File: src/rtl/loader_pkg.sv
// Shared types and field widths for the program loader and its instruction encoder.
package loader_pkg;

  typedef enum logic [2:0] {
    IDLE,
    ACCEPT,
    WR_HI,
    WR_LO,
    DONE
  } state_t;

  localparam logic FMT_ADDR = 1'b0;
  localparam logic FMT_REG  = 1'b1;

  localparam int OPC_W    = 6;
  localparam int REG_W    = 3;
  localparam int REGSEL_W = 2;
  localparam int INSTR_W  = 16;

endpackage

File: src/rtl/instr_encoder.sv
// Combinational packing of decoded instruction fields into the 16-bit word
// that the CPU's fetch/decode path splits back apart.
module instr_encoder
  import loader_pkg::*;
(
  input  logic                fmt,
  input  logic [OPC_W-1:0]    opcode,
  input  logic [REGSEL_W-1:0] regsel,
  input  logic [7:0]          address,
  input  logic [REG_W-1:0]    destreg,
  input  logic [REG_W-1:0]    srcreg1,
  input  logic [REG_W-1:0]    srcreg2,
  output logic [INSTR_W-1:0]  word
);

  always_comb begin
    word = {opcode, regsel, address};
    if (fmt == FMT_REG) begin
      // Register form leaves the least significant bit as a zero pad.
      word = {opcode, destreg, srcreg1, srcreg2, 1'b0};
    end
  end

endmodule

File: src/rtl/program_loader.sv
// Loads encoded instructions big-endian into byte memory while holding the CPU.
// Optional running byte checksum enabled by defining LOADER_CHECKSUM_EN.
module program_loader
  import loader_pkg::*;
#(
  parameter int ADDR_W = 8,
  parameter int CNT_W  = 8
) (
  input  logic              Clock,
  input  logic              Reset,
  input  logic              Start,
  input  logic [ADDR_W-1:0] BaseAddr,
  input  logic              In_Valid,
  output logic              In_Ready,
  input  logic              In_Last,
  input  logic              In_Format,
  input  logic [5:0]        In_Opcode,
  input  logic [1:0]        In_RegSel,
  input  logic [7:0]        In_Address,
  input  logic [2:0]        In_DestReg,
  input  logic [2:0]        In_SrcReg1,
  input  logic [2:0]        In_SrcReg2,
  output logic [ADDR_W-1:0] Mem_Address,
  output logic [7:0]        Mem_Data,
  output logic              Mem_CS,
  output logic              Mem_WR,
  output logic              CPU_Hold,
  output logic              Done,
  output logic [CNT_W-1:0]  Count,
  output logic [7:0]        Checksum
);

  state_t               state_reg, state_next;
  logic [ADDR_W-1:0]    ptr_reg, ptr_next;
  logic [INSTR_W-1:0]   word_reg, word_next;
  logic                 last_reg, last_next;
  logic [CNT_W-1:0]     count_reg, count_next;
  logic [INSTR_W-1:0]   enc_word;
  logic                 wr_active;

  instr_encoder u_enc (
    .fmt     (In_Format),
    .opcode  (In_Opcode),
    .regsel  (In_RegSel),
    .address (In_Address),
    .destreg (In_DestReg),
    .srcreg1 (In_SrcReg1),
    .srcreg2 (In_SrcReg2),
    .word    (enc_word)
  );

  always_ff @(posedge Clock) begin
    if (Reset) begin
      state_reg <= IDLE;
      ptr_reg   <= '0;
      word_reg  <= '0;
      last_reg  <= 1'b0;
      count_reg <= '0;
    end else begin
      state_reg <= state_next;
      ptr_reg   <= ptr_next;
      word_reg  <= word_next;
      last_reg  <= last_next;
      count_reg <= count_next;
    end
  end

  always_comb begin
    state_next = state_reg;
    ptr_next   = ptr_reg;
    word_next  = word_reg;
    last_next  = last_reg;
    count_next = count_reg;
    unique case (state_reg)
      IDLE: begin
        if (Start) begin
          ptr_next   = BaseAddr;
          count_next = '0;
          state_next = ACCEPT;
        end
      end
      ACCEPT: begin
        if (In_Valid) begin
          word_next  = enc_word;
          last_next  = In_Last;
          state_next = WR_HI;
        end
      end
      WR_HI: begin
        ptr_next   = ptr_reg + 1'b1;
        state_next = WR_LO;
      end
      WR_LO: begin
        ptr_next   = ptr_reg + 1'b1;
        count_next = count_reg + 1'b1;
        state_next = last_reg ? DONE : ACCEPT;
      end
      DONE: begin
        state_next = IDLE;
      end
      default: begin
        state_next = IDLE;
      end
    endcase
  end

  assign wr_active   = (state_reg == WR_HI) || (state_reg == WR_LO);
  assign In_Ready    = (state_reg == ACCEPT);
  assign CPU_Hold    = (state_reg != IDLE);
  assign Done        = (state_reg == DONE);
  // Reset gates chip select directly so a reset edge can never commit a write.
  assign Mem_CS      = Reset | ~wr_active;
  assign Mem_WR      = wr_active;
  assign Mem_Address = ptr_reg;
  assign Mem_Data    = (state_reg == WR_HI) ? word_reg[15:8] :
                       (state_reg == WR_LO) ? word_reg[7:0]  : 8'h00;
  assign Count       = count_reg;

`ifdef LOADER_CHECKSUM_EN
  logic [7:0] checksum_reg, checksum_next;

  always_ff @(posedge Clock) begin
    if (Reset) begin
      checksum_reg <= 8'h00;
    end else begin
      checksum_reg <= checksum_next;
    end
  end

  always_comb begin
    checksum_next = checksum_reg;
    if (state_reg == IDLE && Start) begin
      checksum_next = 8'h00;
    end else if (wr_active) begin
      checksum_next = checksum_reg + Mem_Data;
    end
  end

  assign Checksum = checksum_reg;
`else
  assign Checksum = 8'h00;
`endif

endmodule

File: config.mk
export PLATFORM = sky130hd
export DESIGN_NAME = program_loader
export DESIGN_NICKNAME = d
export VERILOG_FILES = /design/src/rtl/loader_pkg.sv /design/src/rtl/instr_encoder.sv /design/src/rtl/program_loader.sv
export SDC_FILE = /design/constraint.sdc
export NUM_CORES = 1
export LEC_CHECK = 0
export BUFFER_PORTS_ARGS = -buffer_cell sky130_fd_sc_hd__buf_2
export CAP_MARGIN = 40
export CORE_MARGIN = 5
export CORE_UTILIZATION = 40
export DETAILED_ROUTE_END_ITERATION = 8
export PLACE_DENSITY = 0.68
export SETUP_SLACK_MARGIN = 0.02
export SLEW_MARGIN = 5
export SYNTH_ARGS = -nofsm -noshare
export SYNTH_HDL_FRONTEND = slang
export SYNTH_SLANG_ARGS = --single-unit
File: constraint.sdc
create_clock -name Clock -period 3.5 [get_ports Clock]
set_input_delay 0.7 -clock Clock [delete_from_list [all_inputs] [get_ports Clock]]
set_output_delay 0.7 -clock Clock [all_outputs]
set_load 0.1 [all_outputs]
== Yosys cells after proc, flatten, opt, wreduce, memory -nomap -nowiden ==
Index checks and enable logic that the tools add are counted.

* Add/subtract/negate cells: 2
* Multiply operators: 0
* Divide/modulo/power cells: 0
* Order comparisons: 0
* Equal/unequal tests: 6
* Shifts and indexed selects: 0
* Muxes and demuxes: 11
* Bitwise gates (word level): 2
* Reduce and logical (&&, ||, !) cells: 10

{| class="wikitable"
|+ Operators by type and width
! operator !! number
|-
| 8-bit two-way mux || 4
|-
| 8-bit one-hot mux with 2 select lines || 2
|-
| 8-bit by 1-bit adder with 8-bit output, second input constant || 2
|-
| 3-bit one-hot mux with 4 select lines || 1
|-
| 10-bit two-way mux || 1
|-
| 3-bit two-way mux || 3
|-
| 2-bit AND reduction || 4
|-
| 3-bit by 2-bit == test with 1-bit output, second input constant || 2
|-
| 2-bit != test, second input constant || 2
|-
| 2-bit nonzero test || 2
|-
| 3-bit by 1-bit == test with 1-bit output, second input constant || 1
|-
| 3-bit == test, second input constant || 1
|-
| 3-bit logical NOT || 1
|-
| 3-bit nonzero test || 1
|-
| 2-bit OR reduction || 1
|-
| 1-bit logical OR || 1
|-
| 1-bit inverter || 1
|-
| 1-bit bitwise OR || 1
|}

* Bits in registers: 36
* Bits in latches: 0
* Memory bits (writable): 0
* Memory bits (read-only): 0
* Input port bits: 39
* Output and inout port bits: 37
* Logic and storage cells: 36
* Memories kept: 0

== Depth between registers and ports, before layout ==
Gate-level depths: netlist (run 1).

* Depth after elaboration: 4
* Mapped depth: 7
* Depth with buffers taken out: 5

== Hierarchy ==
From an unflattened synthesis (run 1), not the netlist that was laid out.

* Cells, all modules: 242
* Area total of the unflattened synthesis: 2003.2 sq um

{| class="wikitable"
|+ By module, submodules not included
! module !! times used !! cells each !! area each (sq um) !! seq. area each (sq um)
|-
| program_loader || 1 || 225 || 1803.0 || 720.7
|-
| instr_encoder || 1 || 17 || 200.2 || 0.0
|}

== Worst setup path before layout (run 1) ==
OpenSTA, ideal clock, no wires.

* Kind: flip-flop to flip-flop
* From: register state_reg[0]
* To: register last_reg
* Setup time: 0.132 ns
* Arrival time: 3.551 ns
* Required time: 3.368 ns
* Setup slack: -0.183 ns
* Cell stages (with the launch flop): 6
* Path buffers: 1
* Clock period less this slack: 3.683 ns
* Path through: dfxtp_1 buf_4 nor3b_1 nand2_1 nand2_1 a21oi_1

* Word-level cells in the longest chain between the ends: 2

{| class="wikitable"
|+ Ends and longest elaborated chain
! element !! line !! RTL
|-
| from (decl) || program_loader.sv:33 || <nowiki>state_t state_reg, state_next;</nowiki>
|-
| from (signal assigned) || program_loader.sv:60 || <nowiki>state_reg <= state_next;</nowiki>
|-
| 3-bit by 1-bit == test with 1-bit output || n/a ||
|-
| via In_Ready || program_loader.sv:14 || <nowiki>output logic In_Ready,</nowiki>
|-
| 2-bit AND reduction (no line) || n/a ||
|-
| to (signal assigned) || program_loader.sv:63 || <nowiki>last_reg <= last_next;</nowiki>
|-
| to (decl) || program_loader.sv:36 || <nowiki>logic last_reg, last_next;</nowiki>
|}

The timed path passes the listed nets, and every way through them passes these cells.
A chain may end at the register's enable or synchronous reset.

== Final worst setup path (run 1) ==
* From: register state_reg[1]
* To: output Mem_WR

* Word-level cells in the longest chain between the ends: 2
* Elaborated cells on any way between the ends: 3
* Those cells by class: eq/ne: 2; reduce/logical: 1

{| class="wikitable"
|+ Ends and longest elaborated chain
! element !! line !! RTL
|-
| 3-bit by 2-bit == test with 1-bit output || program_loader.sv:107 || <nowiki>assign wr_active = (state_reg == WR_HI) || (state_reg == WR_LO);</nowiki>
|-
| 1-bit logical OR (*) || program_loader.sv:107 ||
|-
| to (decl) || program_loader.sv:26 || <nowiki>output logic Mem_WR,</nowiki>
|}

Every way passes the cells marked *; elsewhere a longest branch is shown, timed or not.

==> flow_metrics.tcl, run 1 <==
set metrics [dict create \
    grt-ovfl-total 0 \
    maxCapViolCount 0 \
    worstReg2RegStart "state_reg[0]$_SDFFE_PP0P_" \
    cts.repair.resized 0 \
    syn_avg_cell_area_um2 8.33 \
    routed_wl_mm 4.25 \
    die_x_um 78.3 \
    slew_viol_final 0 \
    synth_edf_count 0 \
    cp_max_fo 14 \
    rsz0062_at_grt "no" \
    worst_r2r_path_depth 4 \
    cts_root_buffer "clkbuf_8" \
    syn-cell-area_um2 1870 \
    clock_sinks 36 \
    hold_depth 2 \
    setup.worst_path.end_class "output pin" \
    layout-drive-gt1-share_pct 28.0 \
    cp_slowest_cell "dfxtp_1" \
    outcome "finished clean" \
    hold_viol_final 0 \
    num_rows 24 \
    via_per_inst 5.13 \
    finalSetupViolCount 0 \
    final.setup_skew_ps 4.55 \
    fmax_mhz 352 \
    power.density_nw_per_um2 468 \
    synth_top_family_by_area "simple AND/OR/NAND/NOR gates" \
    clk_pin_slew_ps 70 \
    finalSetupTns_ps 0 \
    synth_ff_type "dfxtp_1" \
    utilization_pct 51.0 \
    hpwlAfterDp_mm 3.17 \
    cts-hold-fix-buffers 0 \
    power.net_switching_mw 0.383 \
    worstPathArrival_ps 2140 \
    drtPass1Iterations 4 \
    power_frac_comb_pct 26.7 \
    cp.required_ps 2800 \
    gp_congestion 0.821 \
    design.die.area_um2 6130 \
    synth-seq-cells 36 \
    worst_setup_path_start_kind "register" \
    r2r_end "word_reg[1]$_SDFFE_PP0P_" \
    hold_path_class "register to register" \
    crit_chain "nand2b_1 -> inv_1 -> buf_2" \
    holdPathEnd "word_reg[12]$_SDFFE_PP0P_" \
    core-area_um2 4440 \
    p_leak_nw 1.01 \
    numCtsBuffers 5 \
    io_buffers 67 \
    yosysSeqAreaShare_pct 38.6 \
    drt_iter0_markers 81 \
    synthXorXnorAreaFrac_pct 0.469 \
    synthMuxAreaShare_pct 10.2 \
    path_class "register to output pin" \
    grtUsageTotal_pct 14.5 \
    synth_cell_types 40 \
    synth-simple-area-share_pct 23.6 \
    vias 1714 \
    grt_pass1_wl_mm 7.25 \
    synth-compound-area-share_pct 17.6 \
    largest_register_ffs 16 \
    clk-insertion-delay-late_ps 280 \
    die_h_um 78.3 \
    p_int_mw 0.677 \
    io_pins 76 \
    ant_nets 0 \
    seqPwrFrac_pct 43.7 \
    initial_utilization_pct 42.0 \
    antenna_found_initial 0 \
    pwr-share-clk_pct 29.6 \
    final.min_clock_period_ps 2840 \
    place_ws_ps 956 \
    syn_to_final_growth_pct 21.3 \
    grt_pass1_vias 1635 \
    max_slew_margin_pct 40.7 \
    regToRegSetupSlack_ps 1120 \
    antenna_cells 0 \
    htreeDepth 2 \
    cts_buffer_depth 2 \
    synthArstFlopShare_pct 0 \
    wire_per_inst_um 12.7 \
    grt_max_degree 38 \
    cpPeakStageDelay_ps 640 \
    cts_setup_buffers 0 \
    drc 0 \
    worstMarginPinSlew_ps 889 \
    layout.nets 323 \
    min_from "word_reg[12]$_SDFFE_PP0P_" \
    synth_fa_ha_area_share_pct 1.34 \
    sw_frac_of_total_pct 36.1 \
    cts_tree "yes" \
    nFillCells 455 \
    fin_ws_ps 657 \
    synth_cells 224 \
    yosysWarnings 0 \
    ir_drop_mv 0.169 \
    fin_crit_sh_pct 81.2 \
]
## stage by stage
step / std cells / cell area [um2] / power [mW] / hold WS (ps)
global route: 334 / 2260 / 1.12 / 472
finish: 334 / 2260 / 1.06 / 457
floorplan: 231 / 1900 / 0.713 / 432
detailed placement: 327 / 2170 / 0.757 / 449
global placement: 327 / 2170 / 0.754 / 442
CTS: 334 / 2260 / 1.07 / 459
## area by class of cell
class	instances	area (um2)	area share, %
clock buffer	7	96.3	4.25
inverter	4	15.0	0.663
multi-input combinational	168	1030	45.6
sequential	36	721	31.8
tap	52	65.1	2.87
timing repair buffer	67	335	14.8
## Yosys cell counts (all sizes together), types with 4 or more instances
cell type / n / area [um2]
nor3b: 4 / 30.0
nor3: 4 / 20.0
a21oi: 17 / 85.1
a211oi: 18 / 135
inv: 4 / 15.0
dfxtp: 36 / 721
nand2: 21 / 78.8
or3: 4 / 25.0
nor2: 33 / 124
clkbuf: 7 / 26.3
mux2i: 19 / 190
nand3: 5 / 25.0
buf: 16 / 109
## per-layer routing
metal	GRT usage (%)	up-vias	wire [um]
met5	0	-	0
met1	18.4	753	2000
met4	6.64	0	54
li1	-	899	-
met3	4.23	5	345
met2	22.9	57	1850
## layout by cell type, fill, tap and decap left out, drive strengths merged, types with 5 or more instances in the layout
master,n
clkbuf,7
nor2,33
conb,8
mux2i,19
a21oi,17
nand3,5
a211oi,18
dfxtp,36
buf,67
nand2,21
## power by group through the flow
stage	combinational [mW]	sequential, mW	clock [mW]
6_report	0.283	0.463	0.314
5_1_grt	0.304	0.468	0.344
4_1_cts	0.284	0.463	0.323
3_5_place_dp	0.284	0.472	0
3_3_place_gp	0.283	0.471	0
2_1_floorplan	0.185	0.529	0
## worst max-delay path: cells and delay by family, from the launching register on
kind | cells | cell delay (ps)
buffers and inverters | 2 | 780
DFF | 1 | 640
and+or+nand+nor | 1 | 430
## worst max path at each step
stage | cells after the start | from | to
floorplan | 4 | state_reg[2]$_SDFFE_PP0P_ | Mem_CS
global placement | 3 | Reset | Mem_CS
detailed placement | 4 | state_reg[2]$_SDFFE_PP0P_ | Mem_CS
CTS | 3 | state_reg[1]$_SDFFE_PP0P_ | Mem_WR
global route | 3 | state_reg[1]$_SDFFE_PP0P_ | Mem_WR
finish | 3 | state_reg[1]$_SDFFE_PP0P_ | Mem_WR
## cells by family after synthesis
logic type | after synthesis
adder cells (fa/ha/maj) | 2
XOR/XNOR | 1
AND/OR/NAND/NOR | 88
AO/OA/AOI/OAI | 50
flip-flops | 36
other | 1
buffers and inverters | 27
multiplexers | 19
No activity file was read; power rests on OpenSTA's default activity.
==> run 2: changes to the inputs <==
Settings changed: PLACE_DENSITY 0.68 to 0.71.
Clock period 3.5 ns to 2.5 ns, I/O delays scaled along.
==> run 2 against run 1 <==
Compared with the run above:
- clock power increased by 59%
- critical endpoint is now Mem_Data[5]
- clock skew increased by 3.4 ps
- worst hold slack got worse by 13 ps
==> flow_metrics.tcl, run 2 (synthesized netlist as in run 1, its figures left out) <==
set metrics [dict create \
    layout.nets 330 \
    fmax_mhz 466 \
    core-area_um2 4440 \
    worst_r2r_path_depth 4 \
    crit_chain "nand2b_1 -> buf_4 -> nor2_1 -> buf_2" \
    dp_cells 334 \
    largest_register_ffs 16 \
    endpoint "Mem_Data[5]" \
    ant_nets 0 \
    hold_path_class "input port to register" \
    rsz0062_at_grt "no" \
    grt-ovfl-total 0 \
    final.min_clock_period_ps 2150 \
    slew_viol_final 0 \
    clock_sinks 36 \
    worstReg2RegStart "state_reg[0]$_SDFFE_PP0P_" \
    nFillCells 430 \
    p_int_mw 1.02 \
    sw_frac_of_total_pct 35.1 \
    io_buffers 67 \
    numCtsBuffers 5 \
    drc 0 \
    power_frac_comb_pct 27.2 \
    vias 1783 \
    final_common_cell "buf_2" \
    worstPathArrival_ps 1650 \
    layout_common_cells "buf_2 (62), dfxtp_1 (35), nor2_1 (33)" \
    gp_congestion 0.821 \
    antenna_cells 0 \
    pwr-share-clk_pct 31.8 \
    cp_max_fo 8 \
    routed_wl_mm 4.43 \
    grt_max_degree 37 \
    cts-hold-fix-buffers 0 \
    grt_pass1_wl_mm 7.11 \
    power.density_nw_per_um2 652 \
    layout-drive-gt1-share_pct 30.3 \
    cts_root_buffer "clkbuf_8" \
    wire_per_inst_um 13.0 \
    outcome "finished clean" \
    maxCapViolCount 0 \
    io_pins 76 \
    initial_utilization_pct 42.0 \
    clk-insertion-delay-late_ps 290 \
    design.die.area_um2 6130 \
    setup.worst_path.end_class "output pin" \
    drtPass1Iterations 4 \
    cp_slowest_cell "buf_2" \
    num_rows 24 \
    cpPeakStageDelay_ps 430 \
    antenna_found_initial 0 \
    final.setup_skew_ps 7.97 \
    hold_viol_final 0 \
    clk_pin_slew_ps 70 \
    worst_setup_path_start_kind "register" \
    fin_ws_ps 354 \
    syn_to_final_growth_pct 29.0 \
    htreeDepth 2 \
    ir_drop_mv 0.282 \
    grtUsageTotal_pct 14.5 \
    power.total_mw 1.57 \
    seqPwrFrac_pct 41.0 \
    die_x_um 78.3 \
    via_per_inst 5.21 \
    drt_iter0_markers 92 \
    layout.cells.non_filler 342 \
    finalSetupTns_ps 0 \
    die_h_um 78.3 \
    fin_crit_sh_pct 85.9 \
    place_area_um2 2300 \
    cp.required_ps 2000 \
    grt_pass1_vias 1620 \
    crit_start "state_reg[2]$_SDFFE_PP0P_" \
    design_area_um2 2410 \
    cts_buffer_depth 2 \
    cts_tree "yes" \
    place_ws_ps 448 \
    finalSetupViolCount 0 \
    regToRegSetupSlack_ps 680 \
    path_class "register to output pin" \
    power.net_switching_mw 0.551 \
    r2r_end "Count[5]$_SDFFE_PP0P_" \
    p_leak_nw 1.07 \
    hpwlAfterDp_mm 3.25 \
]
==> run 2: area by class of cell <==
cell class | count | area, um2 | share of cell area [%]
inverters | 4 | 15.0 | 0.624
clock buffers | 6 | 72.6 | 3.01
flip-flops and latches | 36 | 722 | 30.0
clock inverters | 2 | 35.0 | 1.46
well taps | 52 | 65.1 | 2.70
repair buffers | 74 | 463 | 19.2
multi-input cells | 168 | 1030 | 43.0
==> run 2: metrics by stage <==
stage	util, %	hold WS, ps
2_1_floorplan	-	432
3_3_place_gp	51.7	441
3_5_place_dp	51.7	443
4_1_cts	54.1	434
5_1_grt	54.2	435
6_report	54.2	444
==> run 2: layer usage <==
metal	share of wire, %	vias up	global-route usage (%)
li1	-	913	-
met1	46	792	18.4
met2	44	71	22.2
met3	8.5	7	4.12
met4	1.9	0	7.87
met5	0	-	0
==> run 2: worst min-delay path by stage <==
stage	from	to	slack, ps	cells after the start
6_report	In_Opcode[4]	word_reg[14]$_SDFFE_PP0P_	440	3
5_1_grt	In_Opcode[1]	word_reg[11]$_SDFFE_PP0P_	440	3
4_1_cts	In_Opcode[1]	word_reg[11]$_SDFFE_PP0P_	430	3
3_5_place_dp	word_reg[0]$_SDFFE_PP0P_	word_reg[0]$_SDFFE_PP0P_	440	2
3_3_place_gp	word_reg[0]$_SDFFE_PP0P_	word_reg[0]$_SDFFE_PP0P_	440	2
2_1_floorplan	word_reg[0]$_SDFFE_PP0P_	word_reg[0]$_SDFFE_PP0P_	430	2
==> run 2: power groups by stage <==
| stage | sequential, mW | clock [mW] | combinational [mW] |
|---|---|---|---|
| after CTS | 0.643 | 0.511 | 0.430 |
| after global placement | 0.656 | 0 | 0.426 |
| after global routing | 0.648 | 0.531 | 0.455 |
| after detailed placement | 0.656 | 0 | 0.429 |
| final | 0.644 | 0.499 | 0.428 |
| after floorplan | 0.740 | 0 | 0.259 |
==> run 2: worst max-delay path: cells and delay by family, from the launching register on <==
family        cells  cell delay (ps)
simple gates      2              380
buf+inv           2              660
flops             1              310
==> run 2: what timing repair did <==
action	in CTS	in global routing
buffers inserted	0	0
gates resized for setup	0	1
endpoints found under the setup margin	0	4
==> run 3: changes to the inputs <==
Settings changed: ABC_AREA set to 1, PLACE_DENSITY 0.71 to 0.7.
==> run 3 against run 2 <==
Compared with the run above:
- wire length rose by 17%
- highest routed layer unchanged
- combinational power rose by 32%
- register-to-register slack improved by 110 ps
- cell count rose by 23%
- critical endpoint is now Mem_Data[4]
- first-iteration DRC count rose by 50%
==> flow_metrics.tcl, run 3 <==
set metrics [dict create \
    grt-ovfl-total 0 \
    wire_per_inst_um 12.4 \
    synth_fa_ha_area_share_pct 1.28 \
    power_frac_comb_pct 28.9 \
    path_class "register to output pin" \
    io_buffers 67 \
    setup.worst_path.end_class "output pin" \
    cts_setup_buffers 0 \
    grtUsageTotal_pct 17.4 \
    hold_viol_final 0 \
    max_slew_margin_pct 62.3 \
    final_common_cell "nand2_1" \
    worstMarginPinSlew_ps 564 \
    cp_max_fo 15 \
    synth_top_family_by_area "simple AND/OR/NAND/NOR gates" \
    crit_family "buffers and inverters" \
    regToRegSetupSlack_ps 790 \
    power.total_mw 1.96 \
    synth_cell_types 26 \
    p_int_mw 1.24 \
    antenna_cells 0 \
    power.net_switching_mw 0.720 \
    syn_avg_cell_area_um2 6.81 \
    cts_tree "yes" \
    core-area_um2 4720 \
    routed_wl_mm 5.21 \
    sw_frac_of_total_pct 36.8 \
    r2r_end "word_reg[13]$_SDFFE_PP0P_" \
    fin_crit_sh_pct 93.6 \
    layout-drive-gt1-share_pct 24.6 \
    gp_congestion 0.784 \
    worstReg2RegStart "state_reg[2]$_SDFFE_PP0P_" \
    design.die.area_um2 6380 \
    crit_chain "inv_2 -> nand3_2 -> inv_2 -> nand2_1 -> nand2_1 -> buf_2" \
    num_rows 25 \
    final.setup_skew_ps 6.05 \
    finalSetupTns_ps 0 \
    worst_r2r_path_depth 6 \
    p_leak_nw 1.24 \
    yosysSeqAreaShare_pct 36.9 \
    outcome "finished clean" \
    layout_common_cells "nand2_1 (75), buf_2 (60), dfxtp_1 (36)" \
    synth-seq-cells 36 \
    hold_path_class "input port to register" \
    vias 2063 \
    grt_max_degree 30 \
    drc 0 \
    cts_buffer_depth 2 \
    clk-insertion-delay-late_ps 290 \
    synthArstFlopShare_pct 0 \
    syn_to_final_growth_pct 26.5 \
    ir_drop_mv 0.384 \
    fmax_mhz 428 \
    holdPathEnd "word_reg[15]$_SDFFE_PP0P_" \
    cp.required_ps 2000 \
    synth-simple-area-share_pct 35.9 \
    yosys.area.top_type "dfxtp_1" \
    cp_num_buf_inv 3 \
    io_pins 76 \
    clock_sinks 36 \
    yosysMostFrequentCell "nand2_1" \
    cts_root_buffer "clkbuf_8" \
    maxCapViolCount 0 \
    hold_depth 3 \
    drt_iter0_markers 138 \
    min_from "In_Opcode[5]" \
    pwr-share-clk_pct 36.8 \
    seqPwrFrac_pct 34.4 \
    synth_edf_count 0 \
    synth-compound-area-share_pct 14.5 \
    synth_cells 287 \
    cts-hold-fix-buffers 0 \
    ys_top_cells_by_area "dfxtp_1 (37%), nand2_1 (14%), nand3_1 (8.7%), nor2_1 (6.5%), o21ai_0 (6.1%)" \
    synthMuxAreaShare_pct 0 \
    numCtsBuffers 5 \
    synthXorXnorAreaFrac_pct 0 \
    syn-cell-area_um2 1950 \
    clk_pin_slew_ps 70 \
    cpPeakStageDelay_ps 420 \
    worst_setup_path_start_kind "register" \
    ant_nets 0 \
    via_per_inst 4.91 \
    cp_slowest_cell "buf_2" \
    layout.nets 393 \
    largest_register_ffs 16 \
    slew_viol_final 0 \
    htreeDepth 2 \
    grt_pass1_vias 1989 \
    synth_ff_type "dfxtp_1" \
    finalSetupViolCount 0 \
    hpwlAfterDp_mm 3.76 \
    drtPass1Iterations 4 \
    antenna_found_initial 0 \
    path_depth 6 \
    synth.top_cell.area_share_pct 36.9 \
    grt_pass1_wl_mm 8.88 \
    worstPathArrival_ps 1840 \
    initial_utilization_pct 41.4 \
    die_h_um 79.9 \
    die_x_um 79.9 \
    synthTopCellsByCount "nand2_1 (75), dfxtp_1 (36), nand3_1 (34), nor2_1 (34), o21ai_0 (24)" \
    rsz0062_at_grt "no" \
    final.min_clock_period_ps 2340 \
    yosysWarnings 0 \
    power.density_nw_per_um2 793 \
]
## run 3: worst max-delay path by stage
stage / start / endpoint
global placement: state_reg[2]$_SDFFE_PP0P_ / Mem_Data[0]
CTS: state_reg[2]$_SDFFE_PP0P_ / Mem_Data[1]
global route: state_reg[0]$_SDFFE_PP0P_ / Mem_Data[4]
detailed placement: state_reg[2]$_SDFFE_PP0P_ / Mem_Data[1]
finish: state_reg[2]$_SDFFE_PP0P_ / Mem_Data[4]
floorplan: state_reg[1]$_SDFFE_PP0P_ / Mem_Data[0]
## run 3: layout make-up
class                   instances  area [um2]
fillers                       489        2250
multi-input cells             214        1050
flip-flops and latches         36         721
repair buffers                 68         360
inverters                      27         101
clock inverters                 3        90.1
well taps                      67        83.8
clock buffers                   5        68.8
## run 3: cells by family after synthesis
logic type / after synthesis
adders and majority gates: 2
and+or+nand+nor: 157
other: 1
AOI/OAI and AO/OA: 47
DFF: 36
buffers and inverters: 44
## run 3: power by group through the flow
stage	clock [mW]	combinational [mW]	sequential, mW
2_1_floorplan	0	0.340	0.816
3_3_place_gp	0	0.562	0.685
3_5_place_dp	0	0.566	0.686
4_1_cts	0.728	0.568	0.673
5_1_grt	0.752	0.610	0.682
6_report	0.720	0.566	0.673
## run 3: metal layers
layer	wire length (um)	up-vias	global-route usage, %	part of all wire [%]
li1	-	1055	-	-
met1	2350	927	21.7	45
met2	2370	73	29.6	45
met3	419	8	4.40	8.0
met4	70	0	4.90	1.3
met5	0	-	0	0
## run 3: timing repair
item	4_1_cts	5_1_grt
endpoints found under the hold margin	0	0
resized for setup	0	7
endpoints found under the setup margin	0	7
## run 3: tightest hold or removal path: cells and delay by family
| kind | cells | cell delay (ps) |
|---|---|---|
| AND/OR/NAND/NOR | 2 | 110 |
| buffers and inverters | 1 | 80 |
## run 3: through the flow
| step | area (um2) | utilization [%] | setup slack, ps | instances | hold WS, ps |
|---|---|---|---|---|---|
| finish | 2470 | 52.3 | 161 | 420 | 438 |
| global placement | 2290 | 48.6 | 515 | 412 | 449 |
| global route | 2470 | 52.3 | 21.5 | 420 | 442 |
| detailed placement | 2290 | 48.6 | 453 | 412 | 448 |
| CTS | 2450 | 51.9 | 137 | 420 | 432 |
| floorplan | 1980 | - | 26.1 | 294 | 423 |
